[config.mk]
export PLATFORM = sky130hd
export DESIGN_NAME = fifo_sync_param
export DESIGN_NICKNAME = d
export VERILOG_FILES = /design/src/rtl/fifo_pkg.sv /design/src/rtl/fifo_ram.sv /design/src/rtl/fifo_sync_param.sv
export SDC_FILE = /design/constraint.sdc
export NUM_CORES = 1
export LEC_CHECK = 0
export ABC_AREA = 1
export BUFFER_PORTS_ARGS = -buffer_cell sky130_fd_sc_hd__buf_2
export CORE_UTILIZATION = 42
export CTS_CLUSTER_SIZE = 40
export DETAILED_ROUTE_END_ITERATION = 7
export GPL_ROUTABILITY_DRIVEN = 0
export REMOVE_ABC_BUFFERS = 1
export SKIP_CTS_REPAIR_TIMING = 1
export SLEW_MARGIN = 0
export SYNTH_ARGS = -nofsm -noshare
export SYNTH_HDL_FRONTEND = slang
export SYNTH_SLANG_ARGS = --single-unit
[constraint.sdc]
create_clock -name clk -period 2.45 [get_ports clk]
set_input_delay 0.1225 -clock clk [delete_from_list [all_inputs] [get_ports clk]]
set_output_delay 0.1225 -clock clk [all_outputs]
set_load 0.02 [all_outputs]
[src/rtl/fifo_pkg.sv]
// fifo_pkg: shared definitions for the synchronous FIFO slice.
//   fifo_mode_e  - read-port flavour (registered read or first-word-fall-through)
//   ptr_w()      - index width for a given depth
//   cnt_w()      - occupancy counter width for a given depth (must hold DEPTH itself)
package fifo_pkg;

   typedef enum logic [0:0] {
      FIFO_REG  = 1'b0,
      FIFO_FWFT = 1'b1
   } fifo_mode_e;

   // Guarded so an illegal depth still elaborates far enough to report its $error.
   function automatic int unsigned ptr_w(input int unsigned depth);
      return (depth > 1) ? $clog2(depth) : 1;
   endfunction

   function automatic int unsigned cnt_w(input int unsigned depth);
      return $clog2(depth + 1);
   endfunction

endpackage

[src/rtl/fifo_ram.sv]
// fifo_ram: WIDTH x DEPTH storage array for fifo_sync_param.
//   clk    in   clock
//   we     in   write enable (sync write on posedge)
//   waddr  in   write index
//   wdata  in   write data
//   raddr  in   read index (asynchronous read)
//   rdata  out  read data
// The array is intentionally not reset; occupancy tracking lives in the parent.
module fifo_ram
   import fifo_pkg::*;
#(
   parameter int unsigned WIDTH = 8,
   parameter int unsigned DEPTH = 16,
   localparam int unsigned PTR_W = ptr_w(DEPTH)
) (
   input  logic             clk,
   input  logic             we,
   input  logic [PTR_W-1:0] waddr,
   input  logic [WIDTH-1:0] wdata,
   input  logic [PTR_W-1:0] raddr,
   output logic [WIDTH-1:0] rdata
);

   logic [WIDTH-1:0] mem [DEPTH];

   always_ff @(posedge clk) begin
      if (we) begin
         mem[waddr] <= wdata;
      end
   end

   assign rdata = mem[raddr];

endmodule

[src/rtl/fifo_sync_param.sv]
// fifo_sync_param: single-clock elastic buffer with programmable level flags and sticky errors.
//   clk, rst                 clock and synchronous active-high reset
//   fifo_write, data_in      write request and data (ignored while full)
//   fifo_read                read request; in FWFT mode this acknowledges the head word
//   data_out, rd_valid       read data; rd_valid pulses (registered mode) or tracks !fifo_empty
//   err_clr                  clears overflow/underflow (a same-cycle new error wins)
//   fifo_full, fifo_empty    cnt == DEPTH / cnt == 0
//   almost_full/empty        cnt >= AF_LEVEL / cnt <= AE_LEVEL
//   overflow, underflow      sticky: write while full / read while empty
//   wr_ptr, rd_ptr, cnt      internal state exposed for property checkers
module fifo_sync_param
   import fifo_pkg::*;
#(
   parameter int unsigned WIDTH    = 8,
   parameter int unsigned DEPTH    = 16,
   parameter int unsigned AF_LEVEL = 14,
   parameter int unsigned AE_LEVEL = 2,
   parameter int unsigned FWFT     = 0,
   localparam int unsigned PTR_W   = ptr_w(DEPTH),
   localparam int unsigned CNT_W   = cnt_w(DEPTH)
) (
   input  logic             clk,
   input  logic             rst,
   input  logic             fifo_write,
   input  logic [WIDTH-1:0] data_in,
   input  logic             fifo_read,
   output logic [WIDTH-1:0] data_out,
   output logic             rd_valid,
   input  logic             err_clr,
   output logic             fifo_full,
   output logic             fifo_empty,
   output logic             almost_full,
   output logic             almost_empty,
   output logic             overflow,
   output logic             underflow,
   output logic [PTR_W-1:0] wr_ptr,
   output logic [PTR_W-1:0] rd_ptr,
   output logic [CNT_W-1:0] cnt
);

   localparam fifo_mode_e       MODE     = (FWFT != 0) ? FIFO_FWFT : FIFO_REG;
   localparam logic [PTR_W-1:0] PTR_LAST = PTR_W'(DEPTH - 1);
   localparam logic [CNT_W-1:0] CNT_FULL = CNT_W'(DEPTH);
   localparam logic [CNT_W-1:0] AF_C     = CNT_W'(AF_LEVEL);
   localparam logic [CNT_W-1:0] AE_C     = CNT_W'(AE_LEVEL);

   if (DEPTH < 2) begin : g_bad_depth
      $error("fifo_sync_param: DEPTH must be >= 2");
   end
   if (AF_LEVEL < 1 || AF_LEVEL > DEPTH) begin : g_bad_af
      $error("fifo_sync_param: AF_LEVEL must be in 1..DEPTH");
   end
   if (AE_LEVEL > DEPTH - 1) begin : g_bad_ae
      $error("fifo_sync_param: AE_LEVEL must be in 0..DEPTH-1");
   end

   logic [PTR_W-1:0] wr_ptr_q, wr_ptr_d;
   logic [PTR_W-1:0] rd_ptr_q, rd_ptr_d;
   logic [CNT_W-1:0] cnt_q, cnt_d;
   logic             overflow_q, overflow_d;
   logic             underflow_q, underflow_d;
   logic             wr_acc, rd_acc;
   logic [WIDTH-1:0] ram_rdata;

   // Flags decode registered count only, so no input reaches a flag combinationally.
   assign fifo_full    = (cnt_q == CNT_FULL);
   assign fifo_empty   = (cnt_q == '0);
   assign almost_full  = (cnt_q >= AF_C);
   assign almost_empty = (cnt_q <= AE_C);

   assign wr_acc = fifo_write & ~fifo_full;
   assign rd_acc = fifo_read & ~fifo_empty;

   always_comb begin
      wr_ptr_d    = wr_ptr_q;
      rd_ptr_d    = rd_ptr_q;
      cnt_d       = cnt_q;
      overflow_d  = overflow_q;
      underflow_d = underflow_q;

      // Explicit wrap so non-power-of-two depths work.
      if (wr_acc) begin
         wr_ptr_d = (wr_ptr_q == PTR_LAST) ? '0 : wr_ptr_q + PTR_W'(1);
      end
      if (rd_acc) begin
         rd_ptr_d = (rd_ptr_q == PTR_LAST) ? '0 : rd_ptr_q + PTR_W'(1);
      end

      case ({wr_acc, rd_acc})
         2'b10:   cnt_d = cnt_q + CNT_W'(1);
         2'b01:   cnt_d = cnt_q - CNT_W'(1);
         default: cnt_d = cnt_q;
      endcase

      // A new error in the same cycle as err_clr stays set.
      if (fifo_write && fifo_full) begin
         overflow_d = 1'b1;
      end else if (err_clr) begin
         overflow_d = 1'b0;
      end
      if (fifo_read && fifo_empty) begin
         underflow_d = 1'b1;
      end else if (err_clr) begin
         underflow_d = 1'b0;
      end
   end

   always_ff @(posedge clk) begin
      if (rst) begin
         wr_ptr_q    <= '0;
         rd_ptr_q    <= '0;
         cnt_q       <= '0;
         overflow_q  <= 1'b0;
         underflow_q <= 1'b0;
      end else begin
         wr_ptr_q    <= wr_ptr_d;
         rd_ptr_q    <= rd_ptr_d;
         cnt_q       <= cnt_d;
         overflow_q  <= overflow_d;
         underflow_q <= underflow_d;
      end
   end

   assign wr_ptr    = wr_ptr_q;
   assign rd_ptr    = rd_ptr_q;
   assign cnt       = cnt_q;
   assign overflow  = overflow_q;
   assign underflow = underflow_q;

   fifo_ram #(
      .WIDTH (WIDTH),
      .DEPTH (DEPTH)
   ) u_ram (
      .clk   (clk),
      .we    (wr_acc),
      .waddr (wr_ptr_q),
      .wdata (data_in),
      .raddr (rd_ptr_q),
      .rdata (ram_rdata)
   );

   if (MODE == FIFO_FWFT) begin : g_fwft
      // Head word is presented directly; a write shows up once cnt has registered it.
      assign data_out = ram_rdata;
      assign rd_valid = ~fifo_empty;
   end else begin : g_reg
      logic [WIDTH-1:0] data_out_q;
      logic             rd_valid_q;

      always_ff @(posedge clk) begin
         if (rst) begin
            data_out_q <= '0;
            rd_valid_q <= 1'b0;
         end else begin
            rd_valid_q <= rd_acc;
            if (rd_acc) begin
               data_out_q <= ram_rdata;
            end
         end
      end

      assign data_out = data_out_q;
      assign rd_valid = rd_valid_q;
   end

endmodule

After elaboration in Yosys (flattened, before gate mapping)
Memory sizes are Yosys's and may differ from the RTL's. A register that Yosys moved wholly into a read port is not among the register bits. Cells that the tools add are included. W data, S select, Z words.

Add/sub/neg operators: 4. $lt $le $gt $ge: 2. Equality and inequality tests: 5. Mux-type cells: 8. Bitwise gates (word level): 4. Reduce and logical (&&, ||, !) cells: 6.

Operators by type and width (number): $pmux W5 S2 (1); $add A4 B1 Y4 const B (2); $eq A4 B4 Y1 const B (2); $mux W4 (2); $reduce_bool A2 Y1 (3); $add A5 B1 Y5 const B (1); $eq A5 B5 Y1 const B (1); $ge A5 B4 Y1 const B (1); $le A5 B2 Y1 const B (1); $logic_not A5 Y1 (1); $mux W1 (5); $sub A5 B1 Y5 const B (1); $and A1 B1 Y1 (2); $eq A2 B1 Y1 const B (1); $eq A2 B2 Y1 const B (1); $logic_and A1 B1 Y1 (2); $not A1 Y1 (2).

Flip-flop bits (word level): 16. RAM bits: 128. Input port bits: 13. Output and inout port bits: 28. Logic and storage cells: 36. Memories: 1.

Memories: u_ram.mem (words 16, width 8, read ports 1, clocked after memory_dff 1, wr ports 1, line fifo_ram.sv:24) `logic [WIDTH-1:0] mem [DEPTH];`.

Logic depth before layout (Yosys ltp)
Gate-level depths: netlist of run 1.

Depth after elaboration: 5. Depth in mapped cells: 16. Depth with buffers taken out: 15.

By module
Synthesis of run 1 repeated with hierarchy kept, for this count alone.

Cell total of the unflattened synthesis: 704. Area, all modules: 6819.0 sq um.

Modules (own cells, without submodules): fifo_ram (instances 1, cells each 543, area each 5606.6 sq um, sequential area each 3843.7 sq um); fifo_sync_param (instances 1, cells each 161, area each 1212.4 sq um, sequential area each 480.5 sq um).

Worst setup path after synthesis of run 1
Ideal clock, no wire load.

Path type: flip-flop to flip-flop. From: register cnt_q[0], in the netlist cnt[0]. To: register cnt_q[4], in the netlist cnt[4]. Library setup time: 0.070 ns. Arrival: 2.102 ns. Slack: 0.277 ns. Cell stages (with the launch flop): 17. Period minus slack after synthesis: 2.173 ns. Cells stage by stage: dfxtp_1 -> inv_1 -> nand4_1 -> nand2_2 -> inv_2 -> buf_4 -> ha_1 -> xor2_1 -> ha_1 -> inv_1 -> nand2_1 -> nand3_1 -> nand2_1 -> nand2_1 -> nand2_1 -> nand2_1 -> a21oi_1.

Cells in the longest elaborated chain, start to end: 5. Elaborated cells between the ends (all ways): 12.

RTL lines: from (decl) (line fifo_sync_param.sv:59) `logic [CNT_W-1:0] cnt_q, cnt_d;`; from (signal assigned) (line fifo_sync_param.sv:118) `cnt_q <= cnt_d;`; $logic_not A5 Y1 * (line fifo_sync_param.sv:67) `assign fifo_empty = (cnt_q == '0);`; $not A1 Y1 * (line fifo_sync_param.sv:72) `assign rd_acc = fifo_read & ~fifo_empty;`; $and A1 B1 Y1 * (line fifo_sync_param.sv:72); named net rd_acc (line fifo_sync_param.sv:62) `logic wr_acc, rd_acc;`; $eq A2 B1 Y1 / $eq A2 B2 Y1 (equally long branches) (line fifo_sync_param.sv:89) `case ({wr_acc, rd_acc})`; $pmux W5 S2 / $reduce_bool A2 Y1 (equally long branches).

The timed path passes the listed nets; every way through them passes the cells marked *. A chain may end at the register's enable or synchronous reset.

Worst setup path after layout of run 1
From: register cnt_q[1], in the netlist cnt[1]. To: register cnt_q[4], in the netlist cnt[4].

Cells in the longest elaborated chain, start to end: 5. Elaborated cells between the ends (all ways): 12.

RTL lines (line): $eq A5 B5 Y1 / $logic_not A5 Y1 (equally long branches) (fifo_sync_param.sv:66, fifo_sync_param.sv:67); $not A1 Y1 (on tied branches) (fifo_sync_param.sv:71, fifo_sync_param.sv:72); $and A1 B1 Y1 (on tied branches) (fifo_sync_param.sv:71, fifo_sync_param.sv:72); $eq A2 B1 Y1 / $eq A2 B2 Y1 (equally long branches) (fifo_sync_param.sv:89); $pmux W5 S2 / $reduce_bool A2 Y1 (equally long branches).

Several ways; a longest one is shown, not always the timed one.

==> flow_summary.yaml, run 1 <==
run_status:
  status: "finished, violations left"
  violations: "DRC, hold timing"
sta:
  period_needed_ns: 2.23
  drv_slew: 0
  skew_ns: 0.0120
  finalCritPeriodShare_pct: 90.8
  setup_viol: 0
  worstMarginPinSlew_ns: 0.719
  hold_ws_ns: -0.00946
  max_freq_mhz: 449
  relSlewSlack_pct: 52.1
  rsz0062_at_grt: "no"
  hold_viol: 1
placement:
  io_buffers: 40
  dp_hpwl_mm: 9.00
  place_inst: 814
floorplanning:
  coreArea_um2: 14600
  die_w_um: 125
  rows: 44
  die_h_um: 125
  fp.dieArea_um2: 15600
  io_pins: 41
  start_util_pct: 43.3
grt:
  antenna_found_initial: 0
  grt_pass1_vias: 4286
  grt_overflow: 0
  grt_usage_pct: 19.6
  grt_pass1_wl_mm: 22.8
  grt_start_max_net_pins: 69
yosys:
  yosys_register_bits: 152
  ys_seq_area_share_pct: 68.1
  avgSynthCellArea_um2: 10.7
  yosysTopAreaCellShare_pct: 60.6
  syn_inst: 594
  synth_cell_types: 26
  yosysWarnings: 0
  synthTopCellsByArea: "edfxtp_1 (61%), dfxtp_1 (7.6%), nor2_1 (6.7%)"
  syn_area_um2: 6350
  synth_top_cell_by_area: "edfxtp_1"
route:
  wl_mm: 14.3
  drc_errors: 8
  avgRoutedWirePerCell_um: 16.9
  vias: 4362
  drtAntennaViolNets: 0
  dr.pass1.iters: 7
  drt-vias-per-instance: 5.14
  initialDrtViolationCount: 319
critical_path:
  critPathMaxFanout: 8
  critPathRequiredTime_ns: 2.80
  startpoint_type: "flip-flop"
  critPathKind: "flip-flop to flip-flop"
  cp_data_arrival_time_ns: 2.57
  end_kind: "flip-flop"
  reg2reg_slack_ns: 0.22
  reg2regPathDepth: 14
power:
  report.power.total_mw: 7.85
  p_leak_nw: 2.87
  ir_drop_v: 0.000529
  p_per_area_nw_per_um2: 1050
flow_run:
  drv_cap: 0
clocking:
  ctsHtreeMaxLevel: 4
  cts.sinks: 152
  cts-root-buf: "clkbuf_16"
  path_clk_slew_ns: 0.06
  cts_tree: "built"
  numCtsBuffers: 17
  insertion_delay_ns: 0.42
  clock_path_buffers: 2
finish:
  drive_gt1_share_pct: 15.2
  final_common_cell: "edfxtp_1"
  nNetsFinal: 674
  layout_common_cells: "edfxtp_1 (128), nor2_1 (113), nand2_1 (109)"
  antenna_cells: 0
  layout.cells.non_filler: 849
  area_growth_pct: 17.4
worst_hold_path:
  hold_depth: 3
  hold_class: "input pin to flip-flop"
## final cells by class
type | count | area, um2
Timing Repair Buffer | 65 | 408
Tap cell | 184 | 230
Sequential cell | 152 | 4330
Clock buffer | 22 | 528
Multi-Input combinational cell | 387 | 1760
Clock inverter | 10 | 86.3
Fill cell | 1312 | 7190
Inverter | 29 | 109
## cells by family (layout without fill, tap and decap cells)
logic type / Yosys count / count (layout) / share of synthesized area, %
AND/OR/NAND/NOR: 290 / 290 / 18.7
adder cells (fa/ha/maj): 9 / 9 / 1.77
AO/OA/AOI/OAI: 84 / 84 / 6.76
buffers and inverters: 55 / 126 / 4.10
XOR/XNOR: 4 / 4 / 0.552
flip-flops: 152 / 152 / 68.1
## registers in the layout, summed over array words and instances, names as in the netlist
register / cells
cnt: 5
underflow: 1
rd_valid: 1
wr_ptr: 4
data_out: 8
u_ram.mem: 128
rd_ptr: 4
overflow: 1
## final timing paths
| kind | from | end |
|---|---|---|
| worst max-delay path | cnt[1] | cnt[4] |
| worst min register to register | overflow | overflow |
| worst min-delay path | fifo_write | overflow |
| worst max register to register | cnt[1] | cnt[4] |
## metrics by stage
step	hold slack, ns	area, um2	setup slack (ns)	utilization (%)	setup TNS, ns
floorplan	0.192	6190	-0.456	-	-3.85
global placement	0.392	6800	0.357	46.5	0
detailed placement	0.405	6800	0.225	46.5	0
CTS	-0.0387	7420	0.209	50.7	0
global route	0.00242	7450	0.0143	50.9	0
finish	-0.00946	7450	0.224	50.9	0
## Yosys cell counts (all sizes together)
cell and number:
ha 9, nand3b 2, a21boi 1, inv 27
nor2 113, clkbuf 8, nand2 112, o21ai 54
buf 18, xor2 4, a21oi 27, nand4 2
nand3 58, clkinv 2, edfxtp 128, nor3 3
a2111oi 1, dfxtp 24, o21bai 1
## routing by layer
metal  wire, um  vias to the layer above  track usage [%]
met5          0                        -                0
met4        445                        0             11.0
met3        736                       21             4.17
met2       6490                      130             29.4
met1       6650                     2065             26.6
li1           -                     2146                -
## power by group
part	leakage [nW]	total (mW)	internal, mW	switching, mW
Clock	0.289	2.60	1.62	0.981
Combinational	1.23	2.14	0.662	1.48
Sequential	1.35	3.10	2.98	0.128
## worst max-delay path, stage by stage, from the launching register on
cell and delay [ns]:
dfxtp_1 0.38, nor2_1 0.16, nand4_1 0.13, nand2_2 0.22
ha_2 0.29, xor2_1 0.23, ha_1 0.18, inv_1 0.04
nand2_1 0.10, nand3_1 0.11, nand2_1 0.07, nand2_1 0.05
nand2_1 0.05, nand2_1 0.04, a21oi_1 0.10
(Power assumes the default switching activity.)
==> inputs of run 2 (changes only) <==
--- a/config.mk
+++ b/config.mk
@@ -7,7 +7,7 @@
 export LEC_CHECK = 0
 export ABC_AREA = 1
 export BUFFER_PORTS_ARGS = -buffer_cell sky130_fd_sc_hd__buf_2
-export CORE_UTILIZATION = 42
+export CORE_UTILIZATION = 35
 export CTS_CLUSTER_SIZE = 40
 export DETAILED_ROUTE_END_ITERATION = 7
 export GPL_ROUTABILITY_DRIVEN = 0
==> run 2 against run 1 <==
Against the previous run:
- the flow finishes with violations (hold timing)
- final cell count is 5.2% higher
- maximum frequency hardly changed
- non-clock buffer count is 3 higher
- worst hold slack worse by 0.022 ns
- critical path type unchanged
- highest routed layer unchanged
==> flow_summary.yaml, run 2 (same netlist as run 1, synthesis figures left out) <==
run_status:
  status: "finished, violations left"
  violations: "hold timing"
placement:
  place_inst: 858
  io_buffers: 40
  dp_hpwl_mm: 9.83
grt:
  grt_pass1_wl_mm: 23.6
  antenna_found_initial: 0
  grtUsageMet2_pct: 29.4
  grt_overflow: 0
  grt_start_max_net_pins: 69
  met3_usage_pct: 3.33
  grt_usage_pct: 17.5
  met1_usage_pct: 22.0
  grt_most_used_layer: "met2"
  grt_pass1_vias: 4412
finish:
  top_register: "u_ram.mem"
  largest_reg_flops: 128
  fin_util_pct: 43.0
  drive_gt1_share_pct: 15.3
  layout.cells.non_filler: 893
  final_common_cell: "edfxtp_1"
  n_fill_cell: 1640
  layout_common_cells: "edfxtp_1 (128), nor2_1 (113), nand2_1 (109)"
  antenna_cells: 0
  area_growth_pct: 18.4
  nNetsFinal: 677
sta:
  hold_viol: 2
  drv_slew: 0
  skew_ns: 0.00648
  hold_ws_ns: -0.0315
  finalCritPeriodShare_pct: 90.8
  worstMarginPinSlew_ns: 0.509
  tns_ns: 0
  setup_viol: 0
  relSlewSlack_pct: 66.0
  rsz0062_at_grt: "no"
  period_needed_ns: 2.23
  max_freq_mhz: 449
power:
  report.power.total_mw: 7.86
  p_per_area_nw_per_um2: 1050
  p_sw_mw: 2.66
  clkPwrFrac_pct: 32.5
  p_seq_share_pct: 39.7
  switching_share_pct: 33.9
  ir_drop_v: 0.000523
  power.internal_mw: 5.19
  p_leak_nw: 2.89
  p_comb_share_pct: 27.8
floorplanning:
  die_w_um: 137
  io_pins: 41
  rows: 48
  start_util_pct: 36.3
  die_h_um: 137
  fp.dieArea_um2: 18700
  coreArea_um2: 17500
route:
  wl_mm: 15.3
  vias: 4469
  initialDrtViolationCount: 394
  drtAntennaViolNets: 0
  drt-vias-per-instance: 5.00
  dr.pass1.iters: 5
  avgRoutedWirePerCell_um: 17.1
  drc_errors: 0
clocking:
  cts.sinks: 152
  cts-root-buf: "clkbuf_16"
  path_clk_slew_ns: 0.06
  clock_path_buffers: 2
  cts_tree: "built"
  ctsHtreeMaxLevel: 4
  numCtsBuffers: 17
  insertion_delay_ns: 0.42
critical_path:
  critPathKind: "flip-flop to flip-flop"
  critPathTopFamily: "simple AND/OR/NAND/NOR gates"
  critPathRequiredTime_ns: 2.81
  crit_chain: "nor2_1 -> nand4_1 -> nand2_2 -> inv_2 -> ha_1 -> xor2_1 -> ha_1 -> inv_1 -> nand2_1 -> nand3_1 -> nand2_1 -> nand2_1 -> nand2_1 -> nand2_1 -> a21oi_1"
  cp_data_arrival_time_ns: 2.58
  critPathMaxFanout: 7
  slowest_stage: "dfxtp_1"
  path_buf_inv: 2
  slowest_delay_ns: 0.38
  end_kind: "flip-flop"
  startpoint_type: "flip-flop"
  crit_top_cell: "nand2_1"
flow_run:
  drv_cap: 0
worst_hold_path:
  hold_class: "input pin to flip-flop"
## run 2: changes by cell type in the layout (fill, tap and decap cells not counted)
cell,change
buf_12,+1
clkinv_1,-1
buf_4,+2
ha_2,-1
a21boi_0,-1
inv_6,+2
bufinv_16,-1
a21boi_1,+1
ha_1,+1
clkinv_4,+1
clkbuf_1,+2
clkinvlp_4,-3
## run 2: tightest hold or removal path: stages
cell,delay [ns]
buf_2,0.07
inv_1,0.04
nand2_1,0.05
a21oi_1,0.05
## run 2: final timing paths
check	start	end	slack (ns)	cells after the start
max	cnt[1]	cnt[4]	0.22	15
min	err_clr	overflow	-0.03	4
max reg2reg	cnt[1]	cnt[4]	0.22	15
min reg2reg	overflow	overflow	0.47	2
## run 2: power groups by stage
stage	registers [mW]	logic (mW)	clock network, mW
floorplan	3.40	1.13	0
global placement	3.16	2.10	0
detailed placement	3.17	2.18	0
CTS	3.12	2.18	2.59
global route	3.14	2.44	2.70
finish	3.12	2.18	2.56
## run 2: through the flow
stage                     setup WS [ns]  area, um2
final                             0.225       7510
after global routing             0.0150       7510
after CTS                         0.250       7480
after detailed placement          0.263       6890
after global placement            0.387       6890
after floorplan                  -0.456       6190
## run 2: layout make-up
cell class	instances	area [um2]	area share, %
Timing Repair Buffer	68	443	5.90
Clock inverter	8	56.3	0.750
Clock buffer	24	536	7.13
Multi-Input combinational cell	387	1760	23.5
Sequential cell	152	4330	57.6
Tap cell	225	282	3.75
Inverter	29	109	1.45
## run 2: routing by layer
layer  share of wire (%)  wire (um)
met1                  44       6680
met3                 4.3        656
met5                   0          0
met4                 2.1        326
met2                  50       7610
